`src/rtl/display_arbiter.sv`:
```
// Round-robin arbiter granting a shared 4-digit hex display to one of three requesters,
// with a minimum tenure before preemption and a dark gap between owners.
module display_arbiter #(
  parameter logic [15:0] HOLD_CYCLES  = 16'd50000,
  parameter logic [15:0] BLANK_CYCLES = 16'd4
) (
  input  logic        clk,
  input  logic        reset,
  input  logic [2:0]  req,
  input  logic [15:0] data0,
  input  logic [15:0] data1,
  input  logic [15:0] data2,
  output logic [2:0]  grant,
  output logic [1:0]  owner,
  output logic [15:0] disp_data,
  output logic        disp_enable
);

  typedef enum logic [1:0] {IDLE, GRANT, BLANK} state_t;

  state_t      state_q, state_d;
  logic [2:0]  grant_q, grant_d;
  logic [1:0]  owner_q, owner_d;
  logic [15:0] data_q, data_d;
  logic        en_q, en_d;
  logic [15:0] ten_q, ten_d;
  logic [15:0] blk_q, blk_d;

  function automatic logic [1:0] nxt(input logic [1:0] i);
    return (i == 2'd2) ? 2'd0 : i + 2'd1;
  endfunction

  function automatic logic req_at(input logic [2:0] r, input logic [1:0] i);
    case (i)
      2'd0:    return r[0];
      2'd1:    return r[1];
      default: return r[2];
    endcase
  endfunction

  // Search order LO+1, LO+2, LO: the previous owner only wins when it is alone.
  logic [1:0] c1, c2, win;
  logic       any_req, own_req, oth_req;
  logic [15:0] sel_data;

  always_comb begin
    c1      = nxt(owner_q);
    c2      = nxt(c1);
    win     = req_at(req, c1) ? c1 : (req_at(req, c2) ? c2 : owner_q);
    any_req = |req;
    own_req = |(req & grant_q);
    oth_req = |(req & ~grant_q);
    case (owner_q)
      2'd0:    sel_data = data0;
      2'd1:    sel_data = data1;
      default: sel_data = data2;
    endcase
  end

  always_comb begin
    state_d = state_q;
    grant_d = grant_q;
    owner_d = owner_q;
    data_d  = data_q;
    en_d    = en_q;
    ten_d   = ten_q;
    blk_d   = blk_q;
    case (state_q)
      IDLE: begin
        grant_d = 3'b000;
        en_d    = 1'b0;
        if (any_req) begin
          state_d = GRANT;
          grant_d = 3'b001 << win;
          owner_d = win;
          ten_d   = '0;
          en_d    = 1'b1;
        end
      end
      GRANT: begin
        data_d = sel_data;
        if (ten_q != HOLD_CYCLES) ten_d = ten_q + 16'd1;
        if (!own_req || (ten_q == HOLD_CYCLES && oth_req)) begin
          state_d = BLANK;
          grant_d = 3'b000;
          en_d    = 1'b0;
          blk_d   = '0;
        end
      end
      default: begin
        grant_d = 3'b000;
        en_d    = 1'b0;
        // Requests are only looked at on the last blank edge.
        if (blk_q == BLANK_CYCLES - 16'd1) begin
          if (any_req) begin
            state_d = GRANT;
            grant_d = 3'b001 << win;
            owner_d = win;
            ten_d   = '0;
            en_d    = 1'b1;
          end else begin
            state_d = IDLE;
          end
        end else begin
          blk_d = blk_q + 16'd1;
        end
      end
    endcase
  end

  always_ff @(posedge clk or negedge reset) begin
    if (!reset) begin
      state_q <= IDLE;
      grant_q <= 3'b000;
      owner_q <= 2'd2;
      data_q  <= 16'h0000;
      en_q    <= 1'b0;
      ten_q   <= '0;
      blk_q   <= '0;
    end else begin
      state_q <= state_d;
      grant_q <= grant_d;
      owner_q <= owner_d;
      data_q  <= data_d;
      en_q    <= en_d;
      ten_q   <= ten_d;
      blk_q   <= blk_d;
    end
  end

  assign grant       = grant_q;
  assign owner       = owner_q;
  assign disp_data   = data_q;
  assign disp_enable = en_q;

endmodule

```
`config.mk`:
```
export PLATFORM = sky130hd
export DESIGN_NAME = display_arbiter
export DESIGN_NICKNAME = d
export VERILOG_FILES = /design/src/rtl/display_arbiter.sv
export SDC_FILE = /design/constraint.sdc
export NUM_CORES = 1
export LEC_CHECK = 0
export ABC_AREA = 1
export BUFFER_PORTS_ARGS = -buffer_cell sky130_fd_sc_hd__buf_2
export CAP_MARGIN = 25
export CORE_MARGIN = 5
export CORE_UTILIZATION = 60
export DETAILED_ROUTE_END_ITERATION = 16
export PLACE_DENSITY = 0.86
export SLEW_MARGIN = 20
export SYNTH_ARGS = -nofsm -noshare
export SYNTH_HDL_FRONTEND = slang
export SYNTH_SLANG_ARGS = --single-unit
```
`constraint.sdc`:
```
create_clock -name clk -period 2.95 [get_ports clk]
set_input_delay 0.295 -clock clk [delete_from_list [all_inputs] [get_ports clk]]
set_output_delay 0.295 -clock clk [all_outputs]
set_load 0.005 [all_outputs]
```
# Yosys cells after proc, flatten, opt, wreduce, memory -nomap -nowiden

Cells that the tools add are included.

Output and inout port bits: 22
Flip-flop bits (word level): 56
Logic and storage cells: 76
Bits of input ports: 53

Reduce and logical (&&, ||, !) cells: 16
Eq/ne operators: 13
Multiplexer cells: 30
Add/subtract/negate cells: 4
Bitwise logic cells: 5
Shift-type cells: 1

Operators by type and width:

| kind                  | count |
|---|---|
| $pmux 16 s2           | 3 |
| $mux 16               | 5 |
| $add 16x1->16 const B | 2 |
| $mux 2                | 9 |
| $eq 16x16->1 const B  | 1 |
| $eq 16x2->1 const B   | 1 |
| $ne 16x16->1 const B  | 1 |
| $mux 3                | 3 |
| $reduce_or 3->1       | 3 |
| $eq 2x1->1 const B    | 4 |
| $logic_not 2->1       | 4 |
| $pmux 2 s2            | 2 |
| $and 3x3->3           | 2 |
| $ne 2x2->1 const B    | 3 |
| $pmux 1 s2            | 3 |
| $pmux 3 s2            | 1 |
| $reduce_and 3->1      | 2 |
| $add 2x1->2 const B   | 2 |
| $eq 2x2->1 const B    | 2 |
| $mux 1                | 4 |
| $reduce_and 2->1      | 2 |
| $not 3->3             | 1 |
| $reduce_bool 3->1     | 1 |
| $shl 1x2->3 const A   | 1 |
| other kinds (6)       | 7 |

# Depth between registers and ports, before layout

Gate-level depths: netlist of the first run.

Word-level depth: 12
Gate-level depth with buffers: 12

# Least setup slack after synthesis of the first run

OpenSTA, ideal clock, no wires.

Kind: reg-to-reg
From: reg blk_q[0]
To: reg ten_q[14]
Setup time: 0.117 ns
Cell stages (with the launch flop): 13
Required time: 2.833 ns
Slack: 1.457 ns
Arrival time: 1.376 ns
Path buffers: 1
Period minus slack after synthesis: 1.493 ns
Cells stage by stage: dfrtp_1 > ha_1 > inv_2 > nor2_1 > nand2_1 > nor2_2 > nand2_2 > nand2_4 > nand2_4 > nand2_4 > buf_12 > nand2_1 > nand2_1

Word-level cells in the longest chain between the ends: 3

Ends and longest elaborated chain:

| item                        | line | text |
|---|---|---|
| start: declaration          | 27   | `logic [15:0] blk_q, blk_d;` |
| start signal: assignment    | 127  | `blk_q <= blk_d;` |
| $eq 16x2->1                 | 94   | `if (blk_q == BLANK_CYCLES - 16'd1) begin` |
| $reduce_bool 3->1 (no line) | -    |  |
| $reduce_and 2->1 (no line)  | -    |  |
| end signal: assignment      | 126  | `ten_q <= ten_d;` |
| end: declaration            | 26   | `logic [15:0] ten_q, ten_d;` |

Every way passes these cells.
A chain may end at the register's enable or synchronous reset.

# Final worst setup path of the first run

From: reg state_q[1]
To: reg blk_q[4]

Word-level cells in the longest chain between the ends: 3
Elaborated cells on any way between the ends: 7
Those cells by class: eq/ne (3); mux (1); bitwise (1); reduce/logical (2)

Ends and longest elaborated chain:

| item                                                 | line | text |
|---|---|---|
| start: declaration                                   | 21   | `state_t state_q, state_d;` |
| start signal: assignment                             | 121  | `state_q <= state_d;` |
| $eq 2x1->1 / $logic_not 2->1 (equally long branches) | 68   | `case (state_q)` |
| $ne 2x1->1 (no line) (tied with other cells)         | -    |  |
| $reduce_and 3->1 (no line)                           | -    |  |

Parallel ways exist; a longest one is shown, timed or not.

==> results of run 1 <==
## worst max-delay path, cell delays in order, from the launching register on
cell	delay, ps
dfrtp_1	470
nor2_4	350
buf_4	280
nand2_1	70
inv_1	60
nand2_2	80
nand2_4	330
nand2_1	130
o21ai_2	80
## per-layer routing
| metal | part of all wire [%] | GRT usage, % |
|---|---|---|
| met5 | 0 | 0 |
| met4 | 1.5 | 7.11 |
| met3 | 9.1 | 6.72 |
| met2 | 49 | 42.7 |
| met1 | 41 | 30.4 |
## cell usage after synthesis, types with 3 or more instances
cell / n
dfrtp_1: 55
nand2_2: 5
inv_2: 4
o21ai_1: 3
nor2_2: 3
inv_1: 38
or2_2: 7
buf_6: 6
a31oi_1: 16
nor3_1: 3
xor2_1: 4
o21bai_1: 3
a21oi_1: 18
nand2_1: 153
ha_1: 3
o21ai_2: 21
clkbuf_1: 4
nand2_4: 5
nand3_1: 47
nor2_1: 66
nand4_1: 11
o21ai_0: 8
buf_2: 6
## registers in the layout, summed over array words and instances (netlist names)
name	flops
disp_data	16
ten_q	16
owner	2
grant	3
state_q	2
disp_enable	1
blk_q	16
## per-stage QoR
step / utilization [%] / hold WS (ps) / cell area [sq um]
floorplan: - / -0.591 / 3580
global placement: 67.0 / 343 / 3920
detailed placement: 67.0 / 356 / 3920
CTS: 68.6 / 4.61 / 4010
global route: 68.6 / 35.3 / 4010
finish: 68.6 / -20.1 / 4010
## cells by family after synthesis
logic type               synth area share (%)
AND/OR/NAND/NOR                          36.9
AO/OA/AOI/OAI                            13.4
buffers and inverters                    8.53
flip-flops                               39.2
XOR/XNOR                                0.979
adder cells (fa/ha/maj)                  1.05
## power groups by stage
stage          sequential (uW)  clock (uW)  combinational [uW]
2_1_floorplan             1140           0                1110
3_3_place_gp              1180           0                1330
3_5_place_dp              1190           0                1390
4_1_cts                   1180         452                1390
5_1_grt                   1210         489                1580
6_report                  1180         444                1380
## cell type report
cell class              instances  share of cell area [%]
clock buffers                   5                    1.71
clock inverters                 3                   0.561
inverters                      43                    4.02
multi-input cells             382                    46.6
flip-flops and latches         56                    34.9
well taps                      75                    2.34
repair buffers                 77                    9.79
## worst max path at each step
stage / from / end / cells past startpoint
floorplan: blk_q[0] / ten_q[14] / 12
global placement: state_q[1] / blk_q[12] / 8
detailed placement: state_q[1] / blk_q[14] / 8
CTS: state_q[1] / blk_q[14] / 8
global route: state_q[1] / blk_q[7] / 8
finish: state_q[1] / blk_q[4] / 8
==> run metrics, run 1 <==
clock latency on the worst-skew pair=320 ps; I/O Buffers=74; CP Class=reg2reg; Clock Skews=5.28 ps; setup bufs post-CTS=0; Tmin final=1920 ps; Worst Path Max Fanout=31; commonest non-fill, non-tap cell in the layout=nand2_1; Total Nets Final=621; CTS resizes=0; Fill cells=480; sequential fraction of the synthesis area=39.2%; Avg Vias per Cell=5.48; clock group share of total power=14.7%; switching share of power=46.5%; Post-Syn Instances=500; core footprint=5850 sq um; total power=3010 uW; clk slew on worst S/H paths=110 ps; share of cells above drive strength 1=23.7%; wire length of the first global-routing pass=15200 um; Setup crit end kind=flip-flop; Leak=0.00188 uW; Fmax=0.520 GHz; Reg2Reg Depth=8; GRT Util Overall=24.8%; ys flop type=dfrtp_1; Post-synth EDFFs=0; Syn Nets=556; register-to-register path setup slack=1030 ps; Initial Util=61.2%; aggregate global routing overflow=0; Remaining DRCs=0; Syn Area/Cell=7.16 sq um; Die Ht=87.2 um; Final Setup Violations=0; initial drt markers=282; Die Wd=87.2 um; Yosys cell types=34; post-synth top area share=38.4%; CTS tree=built; failing checks=negative hold slack; Die Footprint=7610 sq um; multi-input logic area=1870 sq um; initial antenna violation count=0; Peak VDD IR=0.000552 V; vias in the first global route=3448; Final Hold Slack=-20.1 ps; Synth async-reset ratio=100%; Ports=75; most frequent cells in the layout=153 x nand2_1, 74 x buf_2, 66 x nor2_1; CTS Buf Count=5; internal power=1610 uW; Slew @ Worst Pin=677 ps; status=finished with violations; Setup WS post-layout=1030 ps; PwrDens=750 nW/um^2; H-tree lvl count=2; HPWL Detailed=6420 um; maxcap violations=0; dpl ws=1040 ps; row count=28; CTS Root Cell=clkbuf_8; Sw Pwr=1400 uW; Seq. cell area=1400 sq um; DR vias=3515; gp weighted congestion=0.912; Critical Path Source Type=flip-flop; pin count of the biggest net entering global routing=32; FF-to-FF End=blk_q[4]; Pre-antenna DRT Iters=5; Synth Warn #=0; Data required, critical path=3200 ps; Synth Register Bits=56; CTS Sinks=56; # diodes=0; largest cells by area after synthesis=dfrtp_1 38%, nand2_1 16%, nor2_1 6.9%, nand3_1 6.6%, o21ai_2 5.1%; Hold Vio Cnt, Final=27; RSZ-0062 raised after global routing=no; Yosys top cell by area=dfrtp_1; WL per Instance=13.4 um; Arrival @ worst endpoint=2170 ps; Routed Antenna Nets=0; Routed WL=8570 um; Logic pwr share=46.0%; TNS Setup=0 ps; Slew HR=54.8%; Cell Count, Final, Fillers Out=641; Max Slew Vio Count=0; fin crit share=65.2%; area delta synth->final=12.1%; Hold WC Path Type=in2async; Flop pwr share=39.3%; Post-CTS Hold Fix Bufs=0; placed cells=633; FF-to-FF Start=state_q[1]; CTS max path bufs=2; Cell Area, Synth=3580 sq um
No activity file was read; power rests on OpenSTA's default activity.
==> inputs of run 2 (changes only) <==
--- a/config.mk
+++ b/config.mk
@@ -9,9 +9,9 @@
 export BUFFER_PORTS_ARGS = -buffer_cell sky130_fd_sc_hd__buf_2
 export CAP_MARGIN = 25
 export CORE_MARGIN = 5
-export CORE_UTILIZATION = 60
+export CORE_UTILIZATION = 55
 export DETAILED_ROUTE_END_ITERATION = 16
-export PLACE_DENSITY = 0.86
+export PLACE_DENSITY = 0.8
 export SLEW_MARGIN = 20
 export SYNTH_ARGS = -nofsm -noshare
 export SYNTH_HDL_FRONTEND = slang
==> constraint.sdc (replaced) <==
create_clock -name clk -period 1.9 [get_ports clk]
set_input_delay 0.19 -clock clk [delete_from_list [all_inputs] [get_ports clk]]
set_output_delay 0.19 -clock clk [all_outputs]
set_load 0.005 [all_outputs]
==> run 2 against run 1 <==
Compared with the run above:
- critical endpoint is now grant[1]
- sequential power grew 53%
- critical path depth shrank 1
- sequential cell count unchanged
- worst setup slack got worse by 880 ps
- the run now ends clean
- highest routed layer unchanged
- clock power up 81%
- global-route usage shrank 3.6 points
- clock skew increased by 4.4 ps
- die area grew 8.0%
- worst hold slack improved by 130 ps
==> run metrics, run 2 (synthesis gave the netlist of run 1 again) <==
Flop pwr share=37.1% (was 39.3%); Hold WC Path Type=in2reg (was in2async); aggregate global routing overflow=0 (unchanged); commonest non-fill, non-tap cell in the layout=nand2_1 (unchanged); Min-Delay Path Depth=3; WL per Instance=13.2 um (was 13.4 um); Max Slew Vio Count=0 (unchanged); Data required, critical path=2130 ps (was 3200 ps); Fmax=0.569 GHz (was 0.520 GHz); clock latency on the worst-skew pair=320 ps (about the same); CTS max path bufs=2 (unchanged); Leak=0.00192 uW (was 0.00188 uW); PwrDens=1180 nW/um^2 (was 750 nW/um^2); Reg2Reg Depth=7 (was 8); Die Wd=90.7 um (was 87.2 um); Setup crit end kind=flip-flop (unchanged); Remaining DRCs=0 (unchanged); switching share of power=44.7% (was 46.5%); # diodes=0 (unchanged); row count=29 (was 28); I/O Buffers=74 (unchanged); maxcap violations=0 (unchanged); Worst Setup SP=owner[0] (was state_q[1]); Sw Pwr=2170 uW (was 1400 uW); Routed WL=8580 um (was 8570 um); Peak VDD IR=0.000869 V (was 0.000552 V); CTS Buf Count=5 (unchanged); Placed Area=3980 sq um (was 3920 sq um); CTS Sinks=56 (unchanged); TNS Setup=0 ps (unchanged); Critical Path Source Type=flip-flop (unchanged); FF-to-FF End=grant[1] (was blk_q[4]); RSZ-0062 raised after global routing=no (unchanged); CP Class=reg2reg (unchanged); Tmin final=1760 ps (was 1920 ps); Die Footprint=8220 sq um (was 7610 sq um); wire length of the first global-routing pass=14800 um (was 15200 um); Hold Vio Cnt, Final=0 (was 27); internal power=2690 uW (was 1610 uW); initial drt markers=202 (was 282); vias in the first global route=3347 (was 3448); Clock Skews=9.66 ps (was 5.28 ps); clock group share of total power=16.6% (was 14.7%); Slew HR=54.0% (was 54.8%); initial antenna violation count=0 (unchanged); Die Ht=90.7 um (was 87.2 um); fin crit share=92.5% (was 65.2%); Worst Setup EP=grant[1] (was blk_q[4]); gp weighted congestion=0.852 (was 0.912); Final Setup Violations=0 (unchanged); GRT Util Overall=21.2% (was 24.8%); share of cells above drive strength 1=24.1% (was 23.7%); core footprint=6350 sq um (was 5850 sq um); CTS tree=built (unchanged); area delta synth->final=14.8% (was 12.1%); status=completed (was finished with violations); Logic pwr share=46.4% (was 46.0%); HPWL Detailed=6480 um (was 6420 um); Avg Vias per Cell=5.45 (was 5.48); Total Nets Final=627 (was 621); DR vias=3538 (was 3515); Initial Util=56.4% (was 61.2%); Arrival @ worst endpoint=1980 ps (was 2170 ps); Ports=75 (unchanged); Worst Path Max Fanout=17 (was 31); Routed Antenna Nets=0 (unchanged); CTS Root Cell=clkbuf_8 (unchanged); clk slew on worst S/H paths=110 ps (about the same); Slew @ Worst Pin=690 ps (was 677 ps); FF-to-FF Start=owner[0] (was state_q[1]); Pre-antenna DRT Iters=5 (unchanged); H-tree lvl count=2 (unchanged); most frequent cells in the layout=153 x nand2_1, 74 x buf_2, 66 x nor2_1 (unchanged); register-to-register path setup slack=140 ps (was 1030 ps); Fill cells=530 (was 480); pin count of the biggest net entering global routing=38 (was 32); design area=4110 sq um (was 4010 sq um)
run 2: changes by cell type in the layout (fill, tap and decap cells not counted), sizes merged:
| cell | delta |
|---|---|
| clkinv | -1 |
| buf | +5 |
| bufinv | +1 |
| dlygate4sd3 | +1 |
| inv | -1 |
| clkbuf | +1 |
run 2: timing repair:
action	in CTS	in global routing
setup endpoints to repair	0	17
hold buffers	1	0
hold endpoints to repair	19	0
gates resized for setup	0	2
setup buffers	0	0
run 2: worst min path at each step:
stage,startpoint,to
after detailed placement,reset,ten_q[12]
after floorplan,reset,blk_q[0]
after CTS,data2[1],disp_data[1]
final,data2[1],disp_data[1]
after global placement,reset,ten_q[12]
after global routing,data2[1],disp_data[1]
run 2: power groups by stage:
stage | combinational [uW] | clock (uW) | sequential (uW)
after floorplan | 1720 | 0 | 1780
after global placement | 2150 | 0 | 1800
after detailed placement | 2220 | 0 | 1810
after CTS | 2220 | 808 | 1800
after global routing | 2550 | 861 | 1840
final | 2250 | 805 | 1800
run 2: routing by layer:
layer	vias up	GRT usage, %	share of wire [%]
li1	1760	-	-
met1	1631	27.9	46
met2	137	34.5	46
met3	10	5.08	7.4
met4	0	6.20	1.1
met5	-	0	0
run 2: cell type report:
cell class,count,area [sq um],share of cell area [%]
sequential,56,1400,34.1
timing repair buffer,83,453,11.0
multi-input combinational,382,1890,46.0
tap,77,96.3,2.34
inverter,43,161,3.93
clock inverter,2,35.0,0.852
clock buffer,6,72.6,1.77
run 2: critical path: stages, from the launching register on:
cell and delay (ps):
dfrtp_1 460, inv_2 60, nor2_2 490, nand2_1 190, a31oi_2 290, nor2_1 60
nand2_1 60, nand2_1 50
run 2: metrics by stage:
stage | total power, uW | worst slack (ps) | std cells | util, % | hold WS [ps]
after global routing | 5250 | 2.19 | 649 | 64.7 | 103
after detailed placement | 4020 | 130 | 640 | 62.6 | 179
after CTS | 4820 | 116 | 649 | 64.5 | 109
after global placement | 3950 | 204 | 640 | 62.6 | 177
after floorplan | 3500 | 407 | 500 | - | -106
final | 4860 | 143 | 649 | 64.7 | 111
==> inputs of run 3 (changes only) <==
--- a/config.mk
+++ b/config.mk
@@ -9,9 +9,9 @@
 export BUFFER_PORTS_ARGS = -buffer_cell sky130_fd_sc_hd__buf_2
 export CAP_MARGIN = 25
 export CORE_MARGIN = 5
-export CORE_UTILIZATION = 55
+export CORE_UTILIZATION = 50
 export DETAILED_ROUTE_END_ITERATION = 16
-export PLACE_DENSITY = 0.8
+export PLACE_DENSITY = 0.77
 export SLEW_MARGIN = 20
 export SYNTH_ARGS = -nofsm -noshare
 export SYNTH_HDL_FRONTEND = slang
==> constraint.sdc (replaced) <==
create_clock -name clk -period 1.58 [get_ports clk]
set_input_delay 0.158 -clock clk [delete_from_list [all_inputs] [get_ports clk]]
set_output_delay 0.158 -clock clk [all_outputs]
set_load 0.005 [all_outputs]
==> run 3 against run 2 <==
Compared with the run above:
- the run now ends with negative setup slack left
- register-to-register slack lost 180 ps
- critical path type unchanged
- fmax grew 8.8%
- sequential power grew 17%
- non-clock buffer count grew 48
- combinational power grew 63%
- design area grew 14%
- sequential cell count is the same
- sequential share of layout area shrank 4.3 points
==> run metrics, run 3 (synthesis gave the netlist of run 1 again) <==
status=finished with violations (was completed); failing checks=negative setup slack; CTS tree=built (unchanged); most frequent cells in the layout=150 x nand2_1, 74 x buf_2, 58 x nor2_1 (was 153 x nand2_1, 74 x buf_2, 66 x nor2_1); Peak VDD IR=0.00121 V (was 0.000869 V); # diodes=0 (unchanged); Die Ht=94.6 um (was 90.7 um); fin crit share=102% (was 92.5%); DR vias=3859 (was 3538); GRT Util Overall=22.0% (was 21.2%); Setup crit end kind=flip-flop (unchanged); Hold WC Path Type=in2reg (unchanged); initial antenna violation count=0 (unchanged); WL per Instance=13.9 um (was 13.2 um); Pre-antenna DRT Iters=6 (was 5); Slew @ Worst Pin=368 ps (was 690 ps); Total Nets Final=678 (was 627); Max Slew Vio Count=0 (unchanged); FF-to-FF Start=blk_q[0] (was owner[0]); Die Wd=94.6 um (was 90.7 um); dpl ws=-61.5 ps (was 130 ps); FF-to-FF End=grant[1] (unchanged); wire length of the first global-routing pass=16000 um (was 14800 um); Slew HR=75.3% (was 54.0%); Ports=75 (unchanged); gp weighted congestion=0.899 (was 0.852); commonest non-fill, non-tap cell in the layout=nand2_1 (unchanged); Initial Util=52.1% (was 56.4%); clk slew on worst S/H paths=100 ps (was 110 ps); Critical Path Source Type=flip-flop (unchanged); Tmin final=1620 ps (was 1760 ps); register-to-register path setup slack=-40 ps (was 140 ps); Fmax=0.619 GHz (was 0.569 GHz); CTS Root Cell=clkbuf_8 (unchanged); H-tree lvl count=2 (unchanged); share of cells above drive strength 1=34.2% (was 24.1%); CTS max path bufs=2 (unchanged); vias in the first global route=3660 (was 3347); Fill cells=517 (was 530); Data required, critical path=1840 ps (was 2130 ps); Reg2Reg Depth=12 (was 7); Avg Vias per Cell=5.37 (was 5.45); Worst Min Path Start=data2[1] (unchanged); Setup WS post-layout=-35.2 ps (was 143 ps); CP Class=reg2reg (unchanged); RSZ-0062 raised after global routing=yes (was no); core footprint=6870 sq um (was 6350 sq um); area delta synth->final=31.5% (was 14.8%); CTS Sinks=56 (unchanged); maxcap violations=0 (unchanged); Remaining DRCs=0 (unchanged); Routed Antenna Nets=0 (unchanged); Leak=0.00221 uW (was 0.00192 uW); HPWL Detailed=6840 um (was 6480 um); I/O Buffers=74 (unchanged); aggregate global routing overflow=0 (unchanged); pin count of the biggest net entering global routing=29 (was 38); Final Setup Violations=12 (was 0); Min-Delay Path Depth=3 (unchanged); Die Footprint=8950 sq um (was 8220 sq um); Worst Path Max Fanout=8 (was 17); Arrival @ worst endpoint=1870 ps (was 1980 ps); row count=30 (was 29); CTS Buf Count=5 (unchanged); Final Util=68.5% (was 64.7%); Clock Skews=10.1 ps (was 9.66 ps); Routed WL=10000 um (was 8580 um); hold endpoint=disp_data[1] (unchanged); initial drt markers=283 (was 202); PwrDens=1430 nW/um^2 (was 1180 nW/um^2); clock latency on the worst-skew pair=310 ps (was 320 ps); Hold Vio Cnt, Final=0 (unchanged)
-- run 3: changes by cell type in the layout (fill, tap and decap cells not counted), sizes merged --
cell    change
buf        +48
nand2       +3
clkinv      -1
inv         +1
-- run 3: how the worst max path moves through the flow --
stage	from	to	slack [ps]	depth (start not counted)
2_1_floorplan	blk_q[0]	ten_q[14]	90	12
3_3_place_gp	ten_q[0]	blk_q[6]	10	9
3_5_place_dp	ten_q[0]	blk_q[0]	-60	9
4_1_cts	ten_q[0]	grant[0]	2	10
5_1_grt	blk_q[0]	grant[1]	-140	12
6_report	blk_q[0]	grant[1]	-40	12
-- run 3: critical path, cell delays in order (launching register included) --
cell and delay [ps]:
dfrtp_1 400, ha_2 200, inv_2 50, nor2_2 80, nand2_1 60, nor2_2 120, nand2_2 80, nand2_4 100
nand2_4 90, buf_6 160, nor2_4 90, nand2_1 60, nand2_1 60
-- run 3: metal layers --
metal  routed length [um]  GRT usage [%]  vias up
met5                    0              0        -
met1                 4260           28.8     1798
met3                  743           3.98       20
met4                  128           5.29        0
met2                 4880           37.8      175
li1                     -              -     1866
-- run 3: layout make-up --
type	instances	area (sq um)	area share [%]
inverters	43	161	3.43
repair buffers	131	833	17.7
clock buffers	6	72.6	1.54
well taps	96	120	2.55
multi-input cells	385	2080	44.1
clock inverters	2	38.8	0.824
flip-flops and latches	56	1400	29.8
-- run 3: power breakdown --
part | switching [uW] | total, uW | internal (uW)
Sequential | 283 | 2110 | 1830
Clock | 491 | 971 | 480
Combinational | 2260 | 3660 | 1400
Total | 3030 | 6740 | 3710
-- run 3: repair_timing --
action,4_1_cts,5_1_grt
hold endpoints to repair,55,0
gates cloned,1,2
endpoints found under the setup margin,17,40
setup buffers,0,6
hold buffers,1,0
pin swaps,3,16
resized for setup,6,40
-- run 3: through the flow --
| stage | power, uW | std cells | TNS, ps | hold slack, ps | area [sq um] |
|---|---|---|---|---|---|
| after floorplan | 4200 | 500 | 0 | -138 | 3580 |
| after global placement | 5040 | 701 | 0 | 195 | 4300 |
| after detailed placement | 5140 | 701 | -794 | 195 | 4300 |
| after CTS | 6260 | 711 | 0 | 84.6 | 4470 |
| after global routing | 7250 | 719 | -2760 | 97.3 | 4710 |
| final | 6740 | 719 | -144 | 89.9 | 4710 |
